==> config.mk <==
export PLATFORM = sky130hd
export DESIGN_NAME = mant_div_seq
export DESIGN_NICKNAME = d
export VERILOG_FILES = /design/src/rtl/fpu_pkg.sv /design/src/rtl/fa_cell.sv /design/src/rtl/sub_ripple.sv /design/src/rtl/mant_div_seq.sv
export SDC_FILE = /design/constraint.sdc
export NUM_CORES = 1
export LEC_CHECK = 0
export ABC_AREA = 1
export CAP_MARGIN = 20
export CORE_MARGIN = 1
export CORE_UTILIZATION = 54
export DETAILED_ROUTE_END_ITERATION = 6
export PLACE_DENSITY = 0.83
export SLEW_MARGIN = 10
export SYNTH_ARGS = -nofsm -noshare
export SYNTH_HDL_FRONTEND = slang
export SYNTH_SLANG_ARGS = --single-unit
==> constraint.sdc <==
create_clock -name clk -period 12.9 [get_ports clk]
set_input_delay 3.225 -clock clk [delete_from_list [all_inputs] [get_ports clk]]
set_output_delay 3.225 -clock clk [all_outputs]
set_load 0.005 [all_outputs]
==> src/rtl/fpu_pkg.sv <==
// +----------------------------------------------------------------------+
// | fpu_pkg: shared FPU mantissa constants, FSM encoding, width helper.  |
// | Revision: 1.0                                                        |
// +----------------------------------------------------------------------+
`default_nettype none

package fpu_pkg;

  localparam int MANT_W_SP = 24;

  localparam logic [1:0] ST_IDLE = 2'd0;
  localparam logic [1:0] ST_CALC = 2'd1;
  localparam logic [1:0] ST_DONE = 2'd2;

  typedef enum logic [1:0] {
    S_IDLE = ST_IDLE,
    S_CALC = ST_CALC,
    S_DONE = ST_DONE
  } div_state_t;

  // Bits needed to hold values 0..value-1 (minimum 1).
  function automatic int clog2(input int value);
    int res;
    res = 1;
    for (int i = 1; i < 31; i++) begin
      if ((1 << i) < value) res = i + 1;
    end
    return res;
  endfunction

endpackage

`default_nettype wire

==> src/rtl/fa_cell.sv <==
// +----------------------------------------------------------------------+
// | fa_cell: single-bit full adder.                                      |
// | Revision: 1.0                                                        |
// +----------------------------------------------------------------------+
`default_nettype none

module fa_cell (
  input  logic a,
  input  logic b,
  input  logic ci,
  output logic s,
  output logic co
);

  assign s  = a ^ b ^ ci;
  assign co = (a & b) | (a & ci) | (b & ci);

endmodule

`default_nettype wire

==> src/rtl/sub_ripple.sv <==
// +----------------------------------------------------------------------+
// | sub_ripple: ripple-borrow subtractor a - b as a + ~b + 1 on FA cells. |
// | Revision: 1.0                                                        |
// +----------------------------------------------------------------------+
`default_nettype none

module sub_ripple #(
  parameter int N = 25
) (
  input  logic [N-1:0] a,
  input  logic [N-1:0] b,
  output logic [N-1:0] diff,
  output logic         no_borrow
);

  logic [N:0] carry;

  assign carry[0] = 1'b1;

  for (genvar i = 0; i < N; i++) begin : g_bit
    fa_cell u_fa (
      .a  (a[i]),
      .b  (~b[i]),
      .ci (carry[i]),
      .s  (diff[i]),
      .co (carry[i+1])
    );
  end

  // Carry out of a + ~b + 1 is set exactly when a >= b.
  assign no_borrow = carry[N];

endmodule

`default_nettype wire

==> src/rtl/mant_div_seq.sv <==
// +----------------------------------------------------------------------+
// | mant_div_seq: iterative radix-2 restoring unsigned mantissa divider. |
// | Revision: 1.0                                                        |
// +----------------------------------------------------------------------+
`default_nettype none

module mant_div_seq
  import fpu_pkg::*;
#(
  parameter int WIDTH = MANT_W_SP
) (
  input  logic             clk,
  input  logic             rst_n,
  input  logic             start,
  input  logic [WIDTH-1:0] dividend,
  input  logic [WIDTH-1:0] divisor,
  output logic             busy,
  output logic             done,
  output logic [WIDTH-1:0] quotient,
  output logic [WIDTH-1:0] remainder,
  output logic             div_by_zero
);

  localparam int CNT_W = clog2(WIDTH + 1);

  div_state_t       state_q, state_d;
  logic [CNT_W-1:0] cnt_q, cnt_d;
  logic [WIDTH:0]   p_q, p_d;
  logic [WIDTH-1:0] q_q, q_d;
  logic [WIDTH-1:0] d_q, d_d;
  logic             zero_q, zero_d;
  logic [WIDTH-1:0] quot_q, quot_d;
  logic [WIDTH-1:0] rem_q, rem_d;
  logic             dbz_q, dbz_d;

  logic [WIDTH:0]   shifted;
  logic [WIDTH:0]   diff;
  logic             no_borrow;
  logic [WIDTH:0]   p_next;
  logic [WIDTH-1:0] q_next;

  // P[WIDTH] is always zero between iterations, so the shift drops nothing.
  assign shifted = (p_q << 1) | {{WIDTH{1'b0}}, q_q[WIDTH-1]};

  sub_ripple #(.N(WIDTH + 1)) u_sub (
    .a         (shifted),
    .b         ({1'b0, d_q}),
    .diff      (diff),
    .no_borrow (no_borrow)
  );

  assign p_next = no_borrow ? diff : shifted;
  assign q_next = {q_q[WIDTH-2:0], no_borrow};

  always_comb begin
    state_d = state_q;
    cnt_d   = cnt_q;
    p_d     = p_q;
    q_d     = q_q;
    d_d     = d_q;
    zero_d  = zero_q;
    quot_d  = quot_q;
    rem_d   = rem_q;
    dbz_d   = dbz_q;
    case (state_q)
      S_IDLE, S_DONE: begin
        state_d = S_IDLE;
        if (start) begin
          state_d = S_CALC;
          cnt_d   = '0;
          p_d     = '0;
          q_d     = dividend;
          d_d     = divisor;
          zero_d  = (divisor == '0);
        end
      end
      S_CALC: begin
        // A zero divisor spends a single cycle here so done lands one cycle after acceptance.
        if (zero_q) begin
          state_d = S_DONE;
          quot_d  = '1;
          rem_d   = q_q;
          dbz_d   = 1'b1;
        end else begin
          p_d   = p_next;
          q_d   = q_next;
          cnt_d = cnt_q + 1'b1;
          if (cnt_q == CNT_W'(WIDTH - 1)) begin
            state_d = S_DONE;
            quot_d  = q_next;
            rem_d   = p_next[WIDTH-1:0];
            dbz_d   = 1'b0;
          end
        end
      end
      default: state_d = S_IDLE;
    endcase
  end

  always_ff @(posedge clk) begin
    if (!rst_n) begin
      state_q <= S_IDLE;
      cnt_q   <= '0;
      p_q     <= '0;
      q_q     <= '0;
      d_q     <= '0;
      zero_q  <= 1'b0;
      quot_q  <= '0;
      rem_q   <= '0;
      dbz_q   <= 1'b0;
    end else begin
      state_q <= state_d;
      cnt_q   <= cnt_d;
      p_q     <= p_d;
      q_q     <= q_d;
      d_q     <= d_d;
      zero_q  <= zero_d;
      quot_q  <= quot_d;
      rem_q   <= rem_d;
      dbz_q   <= dbz_d;
    end
  end

  assign busy        = (state_q == S_CALC);
  assign done        = (state_q == S_DONE);
  assign quotient    = quot_q;
  assign remainder   = rem_q;
  assign div_by_zero = dbz_q;

endmodule

`default_nettype wire
Yosys cells after proc, flatten, opt, wreduce, memory -nomap -nowiden --
Index checks and enable logic that the tools add are counted.
Operators by class: $mul 0, magnitude comparators 0, reductions and logical operators 8, shifts and indexed selects 0, bitwise operators 194, equality and inequality tests 6, divide/modulo/power cells 0, multiplexer cells 20, add/subtract/negate cells 1
Operator list (count):
- $mux W24 | 9
- $pmux W24 S2 | 2
- $and A1 B1 Y1 | 71
- $or A1 B1 Y1 | 50
- $xor A1 B1 Y1 | 47
- $not A1 Y1 | 25
- $or A25 B1 Y25 | 1
- $logic_not A24 Y1 | 1
- $mux W5 | 2
- $pmux W5 S2 | 1
- $add A5 B1 Y5 const B | 1
- $eq A5 B5 Y1 const B | 1
- $mux W2 | 2
- $ne A2 B2 Y1 const B | 2
- $pmux W2 S2 | 1
- $reduce_and A2 Y1 | 2
- $reduce_bool A2 Y1 | 2
- $mux W1 | 3
- $ne A3 B1 Y1 const B | 1
- $reduce_and A3 Y1 | 1
- $eq A2 B1 Y1 const B | 1
- $eq A2 B2 Y1 const B | 1
- $logic_not A2 Y1 | 1
- $reduce_or A2 Y1 | 1
Word-level totals: memory bits (writable) 0, flip-flop bits (word level) 129, bits in read-only memories 0, latch bits 0, memories 0

Depth between registers and ports, before layout --
word-level depth 79, depth in mapped cells 34, depth with buffers taken out 33

Modules after synthesis --
From an unflattened synthesis, not the netlist that was laid out.
Unflattened totals: cells, all modules 929, area total of the unflattened synthesis 6324.8 um2
Modules (own cells, without submodules):
- mant_div_seq | times used 1, cells each 878, area an instance 5726.7 um2, seq. area each 2582.5 um2
- fa_cell | times used 25, cells each 1, area an instance 20.0 um2, seq. area each 0.0 um2
- sub_ripple | times used 1, cells each 26, area an instance 97.6 um2, seq. area each 0.0 um2

Worst setup path after synthesis --
OpenSTA, ideal clock, no wires.
path kind reg-to-reg, start register q_q[23], end register rem_q[11] (netlist: remainder[11]), cell stages (with the launch flop) 34, setup slack 1848 ps, arrival 10920 ps, setup time 132 ps, path through dfxtp_1 > inv_1 > ha_1 > inv_1 > fa_1 > fa_1 > fa_1 > fa_1 > fa_1 > fa_1 > fa_1 > fa_1 > fa_1 > fa_1 > fa_1 > fa_1 > fa_1 > fa_1 > fa_1 > fa_1 > fa_1 > fa_1 > fa_1 > fa_1 > fa_1 > fa_1 > fa_1 > nor2_1 > buf_2 > nand2_1 > nand3_1 > nand2_1 > nand2_1 > a21oi_1
Between the ends: word-level cells in the longest chain between the ends 79, elaborated cells between the ends (all ways) 103
Ends and longest elaborated chain:
- from (decl) | RTL line mant_div_seq.sv:29 | logic [WIDTH-1:0] q_q, q_d;
- from (signal assigned) | RTL line mant_div_seq.sv:115 | q_q <= q_d;
- $or A25 B1 Y25 * | RTL line mant_div_seq.sv:43 | assign shifted = (p_q << 1) | {{WIDTH{1'b0}}, q_q[WIDTH-1]};
- $and A1 B1 Y1 | RTL line fa_cell.sv:16 | assign co = (a & b) | (a & ci) | (b & ci);
- $or A1 B1 Y1 * (2 in series) | RTL line fa_cell.sv:16
- $and A1 B1 Y1 | RTL line fa_cell.sv:16
- $or A1 B1 Y1 | RTL line fa_cell.sv:16
- $or A1 B1 Y1 * | RTL line fa_cell.sv:16
- $and A1 B1 Y1 | RTL line fa_cell.sv:16
- $or A1 B1 Y1 | RTL line fa_cell.sv:16
- [... 59 more ...]
- $or A1 B1 Y1 (2 in series) | RTL line fa_cell.sv:16
- $and A1 B1 Y1 | RTL line fa_cell.sv:16
- $or A1 B1 Y1 (2 in series) | RTL line fa_cell.sv:16
- $and A1 B1 Y1 | RTL line fa_cell.sv:16
- $or A1 B1 Y1 (2 in series) | RTL line fa_cell.sv:16
- $mux W24 * | RTL line mant_div_seq.sv:52 | assign p_next = no_borrow ? diff : shifted;
- $mux W24 * | RTL line mant_div_seq.sv:88 | if (cnt_q == CNT_W'(WIDTH - 1)) begin
- $mux W24 * | RTL line mant_div_seq.sv:79 | if (zero_q) begin
- to (signal assigned) | RTL line mant_div_seq.sv:119 | rem_q <= rem_d;
- to (decl) | RTL line mant_div_seq.sv:33 | logic [WIDTH-1:0] rem_q, rem_d;
Every way passes the cells marked *; elsewhere a longest branch is shown, timed or not. The select of a mux whose other input is x is not followed. A chain may end at the register's enable or synchronous reset.

Final worst setup path --
start register q_q[23], end register rem_q[19] (netlist: remainder[19])
Between the ends: word-level cells in the longest chain between the ends 79, elaborated cells between the ends (all ways) 103
Ends and longest elaborated chain (RTL line):
- $or A25 B1 Y25 * | mant_div_seq.sv:43
- $and A1 B1 Y1 | fa_cell.sv:16
- $or A1 B1 Y1 * (2 in series) | fa_cell.sv:16
- $and A1 B1 Y1 | fa_cell.sv:16
- $or A1 B1 Y1 | fa_cell.sv:16
- $or A1 B1 Y1 * | fa_cell.sv:16
- $and A1 B1 Y1 | fa_cell.sv:16
- $or A1 B1 Y1 | fa_cell.sv:16
- [... 59 more ...]
- $or A1 B1 Y1 (2 in series) | fa_cell.sv:16
- $and A1 B1 Y1 | fa_cell.sv:16
- $or A1 B1 Y1 (2 in series) | fa_cell.sv:16
- $and A1 B1 Y1 | fa_cell.sv:16
- $or A1 B1 Y1 (2 in series) | fa_cell.sv:16
- $mux W24 * | mant_div_seq.sv:52
- $mux W24 * | mant_div_seq.sv:88
- $mux W24 * | mant_div_seq.sv:79
Marks and branches as above.

==> flow_metrics.tcl <==
set metrics [dict create \
    synth_top_family_by_area "simple AND/OR/NAND/NOR gates" \
    relSlewSlack 0.309 \
    dp_hpwl_um 10400 \
    final_area_sq_mm 0.00790 \
    row_count 39 \
    overflow 0 \
    avgSynthCellArea_sq_um 7.01 \
    grt_pass1_wl_um 26900 \
    yosysWarnings 0 \
    start_kind "flop" \
    finalCritPeriodShare 0.914 \
    grt_util_all_layers 0.271 \
    rsz0062_at_grt "false" \
    clkTransAtPathRegs_ps 60 \
    synth_xor_area_frac 0 \
    fin_skew_ps 9.79 \
    synth_compound_area_frac 0.157 \
    io_pins 102 \
    setup_ws_ps 1110 \
    synth_edf_count 0 \
    cpMostUsedCell "fa_1" \
    synthAdderAreaFrac 0.0762 \
    ctsHtreeMaxLevel 4 \
    synthCells 909 \
    grt_pass1_vias 5782 \
    worst_pin_slew_ps 1030 \
    synthMuxAreaShare 0 \
    firstDrtPassIters 5 \
    cts_tree "done" \
    leakage_uw 0.00323 \
    path_class "flop to flop" \
    powerDensity_mw_per_mm2 155 \
    max_freq_mhz 84.8 \
    end_kind "flop" \
    synthDistinctLibCells 25 \
    ant_nets 0 \
    irDropWorstVdd_uv 97.0 \
    nets 1054 \
    synth.net_count 985 \
    maxCapViolations 0 \
    hold_violations 0 \
    synth-simple-area-share 0.255 \
    status "completed" \
    post_cts_buffers 0 \
    routed_via_density 5.33 \
    insertedDiodeCount 0 \
    core-area_sq_mm 0.0115 \
    wirelength_um 16100 \
    die_x_um 111 \
    place_area_sq_mm 0.00730 \
    maxSlewViolCount 0 \
    fin_crit_ps 11800 \
    fin_tns_setup_ps 0 \
    post_drt_wl_per_cell_um 14.2 \
    pre_cts_ws_ps 1110 \
    via_count 6045 \
    worstPathRequired_ps 13240 \
    antenna_found_initial 0 \
    critPathMaxFanout 24 \
    cp.arrival_ps 12140 \
    cts-root-buf "clkbuf_16" \
    fp.dieArea_sq_mm 0.0122 \
    grt_start_max_net_pins 71 \
    io_buffers 101 \
    worst_skew_pair.late_latency_ps 420 \
    async_flop_share 0 \
    area_growth_pct 23.9 \
    place_congestion 0.855 \
    ctsResizeCount 0 \
    clock_sinks 129 \
    final.fill_count 932 \
    drtIter0Drc 422 \
    clockBufferDepth 2 \
    ys_ff_latch 129 \
    numCtsBuffers 17 \
    max_stage_delay_ps 490 \
    drive_gt1_frac 0.0494 \
    synthesis.area_sq_mm 0.00637 \
    synth_ff_type "dfxtp_1" \
    cp_slowest_cell "nand2_1" \
    hold_path.class "flop to flop" \
    die_h_um 111 \
    start_util 0.556 \
    drc_errors 0 \
    holdBufCountCts 0 \
    seq_area_frac_synth 0.405 \
    finalSetupViolCount 0 \
]
## cells in the final DEF, fill, tap and decap left out, types with 12 or more instances in the layout
cell type,synthesis,routed
nand2_1,263,263
dfxtp_1,129,129
a21oi_1,122,122
clkdlybuf4s50_1,0,101
inv_1,101,100
nor2_1,72,72
o21ai_0,61,61
nand3_1,50,50
fa_1,23,23
clkbuf_16,0,17
o21ai_1,12,12
## worst max-delay path: cells and delay by family (launching register included)
kind	cells	cell delay, ps
adders and majority gates	24	10000
DFF	1	300
AOI/OAI and AO/OA	1	130
and+or+nand+nor	5	1090
buffers and inverters	3	220
## metal layers
| metal | vias up | part of all wire | wire, um | GRT usage |
|---|---|---|---|---|
| met2 | 188 | 0.52 | 8370 | 0.476 |
| met3 | 35 | 0.045 | 721 | 0.0514 |
| met5 | - | 0 | 0 | 0 |
| li1 | 2996 | - | - | - |
| met1 | 2826 | 0.41 | 6690 | 0.322 |
| met4 | 0 | 0.023 | 367 | 0.116 |
## where the power goes
group	switching [uW]	total, uW	leakage [uW]	internal, uW
sequential	19.2	443	0.00105	424
combinational	194	306	0.00189	111
clock	178	476	0.000286	298
## final timing paths
check             slack [ps]  cells past startpoint                      start                    endpoint
setup / recovery        1110                     33       q_q[23]$_SDFFE_PN0P_  remainder[19]$_SDFFE_PN0P_
hold / removal           460                      2  quotient[18]$_SDFFE_PN0P_   quotient[18]$_SDFFE_PN0P_
setup reg to reg        1110                     33       q_q[23]$_SDFFE_PN0P_  remainder[19]$_SDFFE_PN0P_
hold reg to reg          460                      2  quotient[18]$_SDFFE_PN0P_   quotient[18]$_SDFFE_PN0P_
## cell usage after synthesis, types with 2 or more instances
master    number  area (sq um)
buf_4         10          75.1
buf_2         22           110
nor2_8         3          60.1
o21ai_1       12          60.1
nand3_1       50           250
ha_1           2          25.0
inv_1        101           379
nand2_2        4          25.0
o21ai_0       61           305
a21oi_1      122           611
dfxtp_1      129          2580
inv_2          4          15.0
nand2_1      263           987
buf_6          2          22.5
buf_1          2          7.51
nor2_1        72           270
fa_1          23           460
clkbuf_1      20          75.1
## flip-flops by register name (all words and copies together), names as in the netlist
name / count
d_q: 24
p_q: 24
q_q: 24
quotient: 24
remainder: 24
cnt_q: 5
state_q: 2
div_by_zero: 1
zero_q: 1
## layout make-up
| type | instances | area [sq um] | share of cell area |
|---|---|---|---|
| sequential | 129 | 2580 | 0.327 |
| clock buffer | 22 | 474 | 0.0600 |
| tap | 143 | 179 | 0.0227 |
| multi-input combinational | 619 | 3110 | 0.393 |
| clock inverter | 10 | 109 | 0.0138 |
| inverter | 105 | 394 | 0.0499 |
| timing repair buffer | 106 | 1050 | 0.133 |
## kinds of logic (layout without fill, tap and decap cells)
logic type	count (synthesis)	count (layout)
flops	129	129
fa+ha+maj	25	25
compound gates	198	198
simple gates	396	396
buf+inv	161	243
## through the flow
step / total power [uW] / util / hold slack (ps) / cells
6_report: 1220 / 0.689 / 462 / 1134
5_1_grt: 1290 / 0.689 / 471 / 1134
3_5_place_dp: 751 / 0.637 / 452 / 1101
3_3_place_gp: 740 / 0.637 / 452 / 1101
4_1_cts: 1220 / 0.688 / 460 / 1133
2_1_floorplan: 674 / - / 447 / 909
Power figures use the tool's default switching activity.
